[config.mk]
export PLATFORM = sky130hd
export DESIGN_NAME = hidden_cpu_sequencer
export DESIGN_NICKNAME = d
export VERILOG_FILES = /design/src/rtl/hidden_seq_pkg.sv /design/src/rtl/hidden_seq_prog_mem.sv /design/src/rtl/hidden_cpu_sequencer.sv
export SDC_FILE = /design/constraint.sdc
export NUM_CORES = 1
export LEC_CHECK = 0
export CORE_UTILIZATION = 54
export CTS_CLUSTER_SIZE = 28
export DETAILED_ROUTE_END_ITERATION = 16
export HOLD_SLACK_MARGIN = 0.06
export MAX_ROUTING_LAYER = met4
export PLACE_DENSITY = 0.74
export SYNTH_ARGS = -nofsm -noshare
export SYNTH_HDL_FRONTEND = slang
export SYNTH_SLANG_ARGS = --single-unit
[constraint.sdc]
create_clock -name clk -period 2 [get_ports clk]
set_input_delay 0.3 -clock clk [delete_from_list [all_inputs] [get_ports clk]]
set_output_delay 0.3 -clock clk [all_outputs]
set_load 0.01 [all_outputs]
[src/rtl/hidden_seq_pkg.sv]
// hidden_seq_pkg
// Shared definitions for the hidden CPU sequencer: instruction word layout
// {opcode[1:0], ra[1:0], rb[1:0]}, the default no-op word and the FSM state type.
// Ports: none (package).
package hidden_seq_pkg;

  localparam int OPCODE_W = 2;
  localparam int REG_W    = 2;
  localparam int INSTR_W  = OPCODE_W + 2 * REG_W;

  // Field positions inside an instruction word
  localparam int RB_LSB     = 0;
  localparam int RA_LSB     = REG_W;
  localparam int OPCODE_LSB = 2 * REG_W;

  localparam logic [INSTR_W-1:0] NOP_INSTR_DEFAULT = '0;

  typedef enum logic [1:0] {
    ST_IDLE = 2'd0,
    ST_RUN  = 2'd1,
    ST_DONE = 2'd2
  } seq_state_e;

  function automatic logic [OPCODE_W-1:0] instr_opcode(input logic [INSTR_W-1:0] instr);
    return instr[OPCODE_LSB +: OPCODE_W];
  endfunction

  function automatic logic [REG_W-1:0] instr_ra(input logic [INSTR_W-1:0] instr);
    return instr[RA_LSB +: REG_W];
  endfunction

  function automatic logic [REG_W-1:0] instr_rb(input logic [INSTR_W-1:0] instr);
    return instr[RB_LSB +: REG_W];
  endfunction

endpackage

[src/rtl/hidden_seq_prog_mem.sv]
// hidden_seq_prog_mem
// Program buffer: DEPTH x W storage, one synchronous write port and one
// asynchronous (combinational) read port. Contents are not reset.
// Ports:
//   clk    - write clock
//   we     - write enable
//   waddr  - write address
//   wdata  - write data
//   raddr  - read address
//   rdata  - read data (combinational from raddr)
module hidden_seq_prog_mem #(
  parameter int DEPTH = 16,
  parameter int W     = 6,
  localparam int AW   = (DEPTH > 1) ? $clog2(DEPTH) : 1
) (
  input  logic          clk,
  input  logic          we,
  input  logic [AW-1:0] waddr,
  input  logic [W-1:0]  wdata,
  input  logic [AW-1:0] raddr,
  output logic [W-1:0]  rdata
);

  logic [W-1:0] mem [DEPTH];

  // Storage is deliberately left without reset so it maps onto plain RAM
  always_ff @(posedge clk) begin
    if (we) begin
      mem[waddr] <= wdata;
    end
  end

  assign rdata = mem[raddr];

endmodule

[src/rtl/hidden_cpu_sequencer.sv]
// hidden_cpu_sequencer
// Loads a small program into a buffer while IDLE, then in RUN returns the
// word addressed by the core's program counter one cycle later. Running off
// the end of the loaded program moves to DONE; dropping start returns to IDLE.
// Optional watchdog: define HIDDEN_SEQ_WATCHDOG_EN to force DONE (with
// timeout=1) after WDOG_MAX+1 RUN cycles.
// Ports:
//   clk, rst_n    - clock, asynchronous active-low reset
//   load_valid    - load_data carries a program word
//   load_data     - program word {opcode, ra, rb}
//   load_ready    - buffer accepts a word this cycle (IDLE and not full)
//   start         - run request (level)
//   clear         - abort, empty the buffer, back to IDLE
//   pc_in         - program counter from the core
//   instr_out     - instruction to the core (NOP_INSTR when not valid)
//   instr_valid   - instr_out is a fetched program word
//   busy          - in RUN
//   done          - in DONE
//   timeout       - DONE was reached via the watchdog
module hidden_cpu_sequencer
  import hidden_seq_pkg::*;
#(
  parameter int                 DEPTH     = 16,
  parameter int                 WDOG_MAX  = 255,
  parameter logic [INSTR_W-1:0] NOP_INSTR = NOP_INSTR_DEFAULT
) (
  input  logic               clk,
  input  logic               rst_n,
  input  logic               load_valid,
  input  logic [INSTR_W-1:0] load_data,
  output logic               load_ready,
  input  logic               start,
  input  logic               clear,
  input  logic [7:0]         pc_in,
  output logic [INSTR_W-1:0] instr_out,
  output logic               instr_valid,
  output logic               busy,
  output logic               done,
  output logic               timeout
);

  localparam int AW = (DEPTH > 1) ? $clog2(DEPTH) : 1;
  // Common width for comparing the 8-bit pc against the (AW+1)-bit word count
  localparam int CW = (AW + 1 > 8) ? AW + 1 : 8;

  localparam logic [AW:0] DEPTH_W = (AW + 1)'(DEPTH);
  localparam logic [AW:0] WONE    = (AW + 1)'(1);

  seq_state_e state, state_next;

  logic [AW:0]        wcount, wcount_next;
  logic [INSTR_W-1:0] instr_out_next;
  logic               instr_valid_next;
  logic               mem_we;
  logic [INSTR_W-1:0] mem_rdata;
  logic [CW-1:0]      pc_ext, wcount_ext;
  logic               pc_hit;
  logic               wdog_fire;

`ifdef HIDDEN_SEQ_WATCHDOG_EN
  localparam logic [7:0] WDOG_LIMIT = 8'(WDOG_MAX);
  logic [7:0] cyc, cyc_next;
  logic       timeout_q, timeout_next;
`else
  logic unused_wdog_max;
  assign unused_wdog_max = ^WDOG_MAX;
`endif

  hidden_seq_prog_mem #(
    .DEPTH (DEPTH),
    .W     (INSTR_W)
  ) u_prog_mem (
    .clk   (clk),
    .we    (mem_we),
    .waddr (wcount[AW-1:0]),
    .wdata (load_data),
    .raddr (pc_in[AW-1:0]),
    .rdata (mem_rdata)
  );

  // pc values at or past DEPTH always miss because wcount never exceeds DEPTH
  assign pc_ext     = CW'(pc_in);
  assign wcount_ext = CW'(wcount);
  assign pc_hit     = pc_ext < wcount_ext;

  assign load_ready = (state == ST_IDLE) && (wcount < DEPTH_W);
  assign busy       = (state == ST_RUN);
  assign done       = (state == ST_DONE);

`ifdef HIDDEN_SEQ_WATCHDOG_EN
  assign wdog_fire = (cyc == WDOG_LIMIT);
  assign timeout   = timeout_q;
`else
  assign wdog_fire = 1'b0;
  assign timeout   = 1'b0;
`endif

  // Next-state and next register values; clear overrides everything
  always_comb begin
    state_next       = state;
    wcount_next      = wcount;
    instr_out_next   = NOP_INSTR;
    instr_valid_next = 1'b0;
    mem_we           = 1'b0;
`ifdef HIDDEN_SEQ_WATCHDOG_EN
    cyc_next         = cyc;
    timeout_next     = timeout_q;
`endif

    if (clear) begin
      state_next  = ST_IDLE;
      wcount_next = '0;
`ifdef HIDDEN_SEQ_WATCHDOG_EN
      cyc_next     = '0;
      timeout_next = 1'b0;
`endif
    end else begin
      case (state)
        ST_IDLE: begin
          // Any load_valid suppresses start, even when the buffer is full
          if (load_valid) begin
            if (load_ready) begin
              mem_we      = 1'b1;
              wcount_next = wcount + WONE;
            end
          end else if (start && (wcount != '0)) begin
            state_next = ST_RUN;
`ifdef HIDDEN_SEQ_WATCHDOG_EN
            cyc_next     = '0;
            timeout_next = 1'b0;
`endif
          end
        end

        ST_RUN: begin
`ifdef HIDDEN_SEQ_WATCHDOG_EN
          cyc_next = cyc + 8'd1;
`endif
          // Watchdog takes priority over the end-of-program check
          if (wdog_fire) begin
            state_next = ST_DONE;
`ifdef HIDDEN_SEQ_WATCHDOG_EN
            timeout_next = 1'b1;
`endif
          end else if (pc_hit) begin
            instr_out_next   = mem_rdata;
            instr_valid_next = 1'b1;
          end else begin
            state_next = ST_DONE;
          end
        end

        ST_DONE: begin
          if (!start) begin
            state_next = ST_IDLE;
          end
        end

        default: begin
          state_next = ST_IDLE;
        end
      endcase
    end
  end

  // State register
  always_ff @(posedge clk or negedge rst_n) begin
    if (!rst_n) begin
      state <= ST_IDLE;
    end else begin
      state <= state_next;
    end
  end

  // Counters and registered instruction outputs
  always_ff @(posedge clk or negedge rst_n) begin
    if (!rst_n) begin
      wcount      <= '0;
      instr_out   <= NOP_INSTR;
      instr_valid <= 1'b0;
`ifdef HIDDEN_SEQ_WATCHDOG_EN
      cyc         <= '0;
      timeout_q   <= 1'b0;
`endif
    end else begin
      wcount      <= wcount_next;
      instr_out   <= instr_out_next;
      instr_valid <= instr_valid_next;
`ifdef HIDDEN_SEQ_WATCHDOG_EN
      cyc         <= cyc_next;
      timeout_q   <= timeout_next;
`endif
    end
  end

endmodule

# Yosys cells after proc, flatten, opt, wreduce, memory -nomap -nowiden
# Memory sizes are Yosys's and may differ from the RTL's.
# Index checks and enable logic that the tools add are counted.
# word_totals
mem_bits_rw,96
mem_count,1
register_bits,14
in_bits,19
out_inout_bits,11
word_cells,45
# op_classes
n_reduce_logical,9
addsub,1
order_cmp,2
eq_ne,6
n_mux,22
# memory_table
memory,depth,width,rd,rd_clocked_by_memory_dff,write_ports,line,text
u_prog_mem.mem,16,6,1,0,1,hidden_seq_prog_mem.sv:24,logic [W-1:0] mem [DEPTH];
# op_table
cell,count
$mux 5,4
$mux 6,3
$mux 2,5
$mux 1,9
$ne 3x3->1 const B,3
$lt 8x5->1,1
$pmux 2 s3,1
$reduce_bool 2->1,3
$add 5x1->5 const B,1
$lt 5x5->1 const B,1
$reduce_bool 5->1,1
$reduce_and 4->1,1
$ne 3x2->1 const B,1
$reduce_and 3->1,1
$eq 2x1->1 const B,1
$eq 2x2->1 const B,1
$logic_and 1x1->1,2
$logic_not 2->1,1

# Longest topological paths before layout
# Gate-level depths: netlist of the first run.
# logic_depth
depth_word,8
mapped_depth,7

# Modules after synthesis
# A second synthesis of the first run with hierarchy kept.
# hier_totals
hier_cells,239
hier_area_um2,4514.3
# by_module_without_submodules
mod,cells_per_inst,instances,seq_area_each_um2,area_each_um2
hidden_seq_prog_mem,172,1,2882.8,3774.9
hidden_cpu_sequencer,67,1,350.3,739.5

# Worst setup path before layout of the first run
# No wires, ideal clock.
# synth_path
path_kind,reg2reg
startpoint,reg wcount[2]
endpoint,reg state[1]
path_buffers,0
setup_ps,122
arrival_ps,1654
stages_incl_launch_ff,7
slack_ps,224
required_ps,1878
cell_sequence,dfrtp_1 -> inv_1 -> ha_1 -> a21oi_1 -> o21ai_0 -> a311o_1 -> a32o_1
# synth_between
elab_chain_cells,4
elab_cells_between_ends,6
# synth_lines
element,line,text
start: declaration,hidden_cpu_sequencer.sv:51,"logic [AW:0] wcount, wcount_next;"
start signal: assignment,hidden_cpu_sequencer.sv:186,wcount <= wcount_next;
"parallel branches: the longest is 3 deep, another holds $lt 8x5->1",--,
$reduce_and 4->1 (no line) (*),--,
end signal: assignment,hidden_cpu_sequencer.sv:171,state <= state_next;
end: declaration,hidden_cpu_sequencer.sv:49,"seq_state_e state, state_next;"
# Every way passes the cells marked *.
# A chain may end at the register's enable or synchronous reset.

# Worst setup path in the final report of the first run
# layout_path
startpoint,in pc_in[2]
endpoint,reg instr_out[1]
# layout_between
elab_chain_cells,4
elab_cells_between_ends,5
# layout_lines
element,line,text
start: declaration,hidden_cpu_sequencer.sv:34,"input logic [7:0] pc_in,"
$lt 8x5->1 / $mem_v2 16x6 (equally long branches),--,
$mux 6 (*),hidden_cpu_sequencer.sv:145,end else if (pc_hit) begin
$mux 6 (*),hidden_cpu_sequencer.sv:118,case (state)
$mux 6 (*),hidden_cpu_sequencer.sv:110,if (clear) begin
net instr_out_next[1],hidden_cpu_sequencer.sv:52,logic [INSTR_W-1:0] instr_out_next;
end signal: assignment,hidden_cpu_sequencer.sv:187,instr_out <= instr_out_next;
end: declaration,hidden_cpu_sequencer.sv:35,"output logic [INSTR_W-1:0] instr_out,"
# Mark *: on every way through the listed nets, which the timed path passes. The rest lies on a longest branch.

==> results of run 1 <==
-- cell type report --
cell class | instances | area [µm²]
clock buffers | 9 | 124
flip-flops and latches | 110 | 3230
repair buffers | 63 | 632
inverters | 8 | 30.0
clock inverters | 7 | 81.3
multi-input cells | 113 | 1260
well taps | 105 | 131
fillers | 527 | 2730
-- Yosys cell counts, drive strengths merged (2+ instances only) --
| library cell | number | area, µm² |
|---|---|---|
| a211oi | 10 | 75.1 |
| a21oi | 3 | 15.0 |
| and2 | 16 | 100 |
| buf | 8 | 72.6 |
| clkbuf | 2 | 7.51 |
| dfrtp | 14 | 350 |
| edfxtp | 96 | 2880 |
| ha | 8 | 100 |
| inv | 8 | 30.0 |
| mux2i | 7 | 70.1 |
| mux4 | 23 | 586 |
| nand2 | 6 | 22.5 |
| nor2 | 7 | 26.3 |
| nor2b | 9 | 56.3 |
| nor3 | 4 | 20.0 |
| nor4b | 2 | 32.5 |
| o21ai | 2 | 10.0 |
| xnor2 | 3 | 26.3 |
-- logic make-up after synthesis --
kind of cell | after synthesis | share of synthesized area (%)
flops | 110 | 70.5
simple gates | 49 | 6.38
mux | 31 | 14.5
compound gates | 21 | 3.33
buf+inv | 18 | 2.40
fa+ha+maj | 8 | 2.18
xor+xnor | 3 | 0.573
other cells | 1 | 0.0818
-- placed cells by master (no fill, tap or decap), types with 2 or more instances in the layout --
cell type / count
nor2_1: 7
inv_8: 2
clkinvlp_4: 2
a21oi_1: 3
mux2i_1: 7
ha_1: 8
buf_12: 7
and2_1: 12
xnor2_1: 3
a211oi_1: 9
mux4_1: 18
inv_1: 8
nor3_1: 3
and2_2: 4
nand2_1: 6
nor2b_1: 9
clkbuf_8: 9
o21ai_0: 2
mux4_2: 5
edfxtp_1: 96
clkdlybuf4s50_1: 26
dfrtp_1: 14
buf_4: 28
-- power groups by stage --
stage | clock network (mW) | logic (mW) | registers, mW
floorplan | 0 | 0.162 | 2.58
global placement | 0 | 0.322 | 2.58
detailed placement | 0 | 0.326 | 2.58
CTS | 1.37 | 0.326 | 2.53
global route | 1.45 | 0.355 | 2.53
finish | 1.34 | 0.328 | 2.53
-- state kept, by name, summed over array words and instances (netlist names) --
| signal | flops |
|---|---|
| wcount | 5 |
| state | 2 |
| u_prog_mem.mem | 96 |
| instr_valid | 1 |
| instr_out | 6 |
-- metrics by stage --
stage	util (%)	instance area (µm²)	setup slack (ps)	hold slack [ps]
after floorplan	-	4590	224	4.41
after global placement	64.1	5270	-378	571
after detailed placement	64.1	5270	-366	585
after CTS	66.6	5470	17.5	356
after global routing	66.8	5490	0.716	402
final	66.8	5490	60.8	350
-- routing by layer --
layer | vias to the layer above | wire length [µm]
met5 | - | 0
met2 | 67 | 4370
met3 | 10 | 363
met1 | 1218 | 4100
met4 | 0 | 123
li1 | 1094 | -
-- worst min-delay path by stage --
stage                         endpoint  slack, ps  cells past startpoint
after detailed placement      state[0]        580                      1
after CTS                 instr_out[2]        360                      1
after floorplan           instr_out[0]          4                      0
final                     instr_out[0]        350                      1
after global routing         wcount[0]        400                      1
after global placement        state[0]        570                      1
-- worst max-delay path: stages --
cell and delay, ps:
clkdlybuf4s50_1 520, buf_4 180, buf_4 130, mux4_1 530, nor2b_1 150, a211oi_1 280, a211oi_1 90
-- timing repair --
action                                  in CTS  in global routing
pin swaps                                    0                  1
gates resized for setup                      1                  7
gates cloned                                 0                  0
endpoints found under the setup margin       1                 34
==> results.json, run 1 <==
{
  "status": "completed",
  "grtUsageMet3_pct": 4.05,
  "reg2reg_slack_ps": 110,
  "drcViolationCount": 0,
  "hpwl_um": 6320,
  "r2r_end": "instr_out[3]",
  "cp.required_ps": 2240,
  "combPwrFrac_pct": 7.8,
  "areaGrowthSynthToFinish_pct": 19.7,
  "drv_cap": 0,
  "io_buffers": 28,
  "end_kind": "flop",
  "reg2reg_from": "wcount[2]",
  "fin_crit_sh_pct": 97.0,
  "grt_setup_unrepaired": "yes",
  "synth_edf_count": 96,
  "p_sw_share_pct": 22.1,
  "cp-start-kind": "input port",
  "grt_pass1_wl_um": 13800,
  "fmax_ghz": 0.516,
  "grt_util_met2_pct": 35.5,
  "root_buffer": "clkbuf_8",
  "drtIter0Drc": 147,
  "ys_ff_latch": 110,
  "initial_core_util_pct": 55.8,
  "synth_ff_type": "edfxtp_1",
  "antenna_left": 0,
  "power_mw": 4.20,
  "synth-seq-area-share_pct": 70.5,
  "rr_worst_depth": 7,
  "wl_per_cell_um": 21.6,
  "syn_nets": 268,
  "clock_latency_ps": 370,
  "synthCells": 241,
  "cts_tree": "built",
  "crit_path_start": "pc_in[2]",
  "final-setup-viol-count": 0,
  "p_per_area_mw_per_mm2": 766,
  "numCtsBuffers": 9,
  "path_class": "in -> reg",
  "overflow": 0,
  "layout-drive-gt1-share_pct": 21.3,
  "path_max_fanout": 5,
  "ys_types": 36,
  "worstPathArrival_ps": 2180,
  "power_leakage_nw": 2.01,
  "clkSinkCount": 110,
  "synth_area_mm2": 0.00459,
  "met1_usage_pct": 31.1,
  "setup_tns_ps": 0,
  "grt_busiest_layer": "met2",
  "fp.dieW_um": 94.2,
  "hold_class": "in -> async",
  "first_pass_iters": 4,
  "gp_congestion": 0.850,
  "antenna_cells": 0,
  "async_flop_share_pct": 12.7,
  "pwr-share-clk_pct": 32.0,
  "relSlewSlack_pct": 52.3,
  "max-vdd-ir-drop_v": 0.000429,
  "clockBufferDepth": 2,
  "power_frac_seq_pct": 60.2,
  "clk_pin_slew_worst_paths_ps": 100,
  "grt_pass1_vias": 2423,
  "clock_skew_ps": 9.71,
  "routed_wl_um": 8960,
  "grt_max_degree": 20,
  "hold_viol_final": 0,
  "core_mm2": 0.00822,
  "finalCriticalPeriod_ps": 1940,
  "syn_avg_cell_area_um2": 19.0,
  "fin_nets": 332,
  "die_y_um": 94.2,
  "dp_cells": 399,
  "postCtsHoldBufs": 0,
  "dieArea_mm2": 0.00886,
  "num_rows": 33,
  "maxSlewViolCount": 0,
  "io_pins": 30,
  "cts_max_level": 3,
  "critPathCapture": "instr_out[1]",
  "worst_pin_slew_ps": 714,
  "grt_usage_pct": 23.0,
  "p_int_mw": 3.28,
  "grt_antenna_before_repair": 0,
  "via_count": 2389,
  "p_sw_mw": 0.928,
  "post_cts_buffers": 0,
  "stdcell_count": 415,
  "vias_per_cell": 5.76,
  "yosys_warnings": 0
}
Power figures use the tool's default switching activity.
==> run 2: changes to the inputs <==
--- a/constraint.sdc
+++ b/constraint.sdc
@@ -3,2 +3,2 @@
 set_output_delay 0.3 -clock clk [all_outputs]
-set_load 0.01 [all_outputs]
+set_load 0.1 [all_outputs]
==> run 2 against run 1 <==
Register-to-register slack worse by 50 ps. Clock power about the same. Maximum frequency down 0.29%. Utilization up 1.4 points. Design area up 2.1%. Via count up 3.5%. Highest routed layer unchanged.
==> results.json, run 2 (synthesis results as in run 1) <==
{
  "status": "completed",
  "cp-start-kind": "flop",
  "critPathSlowestCell": "dfrtp_1",
  "fp.dieW_um": 94.2,
  "worstPathArrival_ps": 2050,
  "path_max_fanout": 6,
  "antenna_left": 0,
  "dp_slack_ps": -429,
  "grt_pass1_vias": 2530,
  "clockBufferDepth": 2,
  "drv_cap": 0,
  "grt_max_degree": 24,
  "cts_max_level": 3,
  "grt_setup_unrepaired": "no",
  "gp_congestion": 0.828,
  "relSlewSlack_pct": 57.1,
  "stdcell_count": 423,
  "combPwrFrac_pct": 8.7,
  "fill_cells": 532,
  "cp.required_ps": 2100,
  "largest_reg_flops": 96,
  "finalCriticalPeriod_ps": 1940,
  "regMostFlops": "u_prog_mem.mem",
  "overflow": 0,
  "areaGrowthSynthToFinish_pct": 22.2,
  "routed_wl_um": 9330,
  "reg_top3": "u_prog_mem.mem (96), instr_out (6), wcount (5)",
  "dp_cells": 407,
  "hold_class": "in -> async",
  "final_cell_mix": "96 x edfxtp_1, 41 x buf_4, 18 x mux4_1",
  "power_leakage_nw": 2.08,
  "vias_per_cell": 5.84,
  "path_depth": 5,
  "cts_tree": "built",
  "clkSinkCount": 110,
  "p_per_area_mw_per_mm2": 764,
  "core_mm2": 0.00822,
  "p_int_mw": 3.21,
  "root_buffer": "clkbuf_8",
  "worst_pin_slew_ps": 641,
  "fin_crit_sh_pct": 97.2,
  "pwr-share-clk_pct": 32.1,
  "slowest_delay_ps": 460,
  "via_count": 2472,
  "clock_skew_ps": 17.9,
  "path_class": "reg -> reg",
  "drcViolationCount": 0,
  "power_frac_seq_pct": 59.2,
  "drtIter0Drc": 137,
  "wl_per_cell_um": 22.0,
  "grt_usage_pct": 24.1,
  "worst-path-buf-inv": 2,
  "p_sw_mw": 1.07,
  "setup_tns_ps": 0,
  "num_rows": 33,
  "io_pins": 30,
  "fmax_ghz": 0.514,
  "clk_pin_slew_worst_paths_ps": 110,
  "crit_family": "simple AND/OR/NAND/NOR gates",
  "io_buffers": 28,
  "end_kind": "flop",
  "clock_latency_ps": 390,
  "maxSlewViolCount": 0,
  "die_y_um": 94.2,
  "post_cts_buffers": 0,
  "max-vdd-ir-drop_v": 0.000533,
  "layout-drive-gt1-share_pct": 26.7,
  "layout_setup_ws_ps": 55.1,
  "fin_nets": 340,
  "dieArea_mm2": 0.00886,
  "p_sw_share_pct": 25.0,
  "numCtsBuffers": 9,
  "antenna_cells": 0,
  "worstPathCellList": "nor4b_4 -> buf_4 -> and4_1 -> and2_1 -> buf_12",
  "initial_core_util_pct": 55.8,
  "grt_pass1_wl_um": 14200,
  "grt_antenna_before_repair": 0,
  "postCtsHoldBufs": 0,
  "rr_worst_depth": 5,
  "hold_viol_final": 0,
  "final-setup-viol-count": 0,
  "first_pass_iters": 4,
  "hpwl_um": 6510,
  "final_common_cell": "edfxtp_1"
}
## run 2: cell type report
| type | count | area [µm²] | area share [%] |
|---|---|---|---|
| clock buffers | 9 | 124 | 2.21 |
| clock inverters | 7 | 88.8 | 1.59 |
| inverters | 8 | 30.0 | 0.536 |
| multi-input cells | 113 | 1270 | 22.6 |
| flip-flops and latches | 110 | 3230 | 57.7 |
| well taps | 105 | 131 | 2.35 |
| repair buffers | 71 | 727 | 13.0 |
## run 2: metal layers
metal  global-route usage, %  routed length [µm]  vias to the layer above
met5                       -                   0                        -
met1                    29.6                3930                     1243
met4                    9.87                 284                        0
li1                        -                   -                     1110
met2                    38.8                4610                       96
met3                    5.74                 502                       23
## run 2: repair_timing
item | in CTS | in global routing
pin swaps | 0 | 0
hold endpoints to repair | 0 | 0
resized for setup | 1 | 5
endpoints found under the setup margin | 1 | 13
## run 2: worst paths after layout
| path | from | slack (ps) | to |
|---|---|---|---|
| max | state[1] | 60 | u_prog_mem.mem[13][1] |
| min | rst_n | 290 | wcount[1] |
| max reg2reg | state[1] | 60 | u_prog_mem.mem[13][1] |
| min reg2reg | state[1] | 620 | state[0] |
| max in group asynchronous | rst_n | 1310 | instr_out[3] |
| min in group clk | start | 510 | state[0] |
## run 2: through the flow
stage	util [%]	total power [mW]	instance area (µm²)	hold slack, ps
6_report	68.2	4.28	5600	291
5_1_grt	68.2	4.42	5600	330
4_1_cts	68.0	4.31	5580	299
3_5_place_dp	65.4	2.95	5370	611
3_3_place_gp	65.4	2.94	5370	583
2_1_floorplan	-	2.77	4590	4.41
## run 2: power by group through the flow
stage	clock (mW)	combinational, mW	sequential, mW
4_1_cts	1.41	0.372	2.53
3_5_place_dp	0	0.368	2.58
5_1_grt	1.48	0.400	2.53
6_report	1.37	0.374	2.53
3_3_place_gp	0	0.363	2.58
2_1_floorplan	0	0.190	2.58
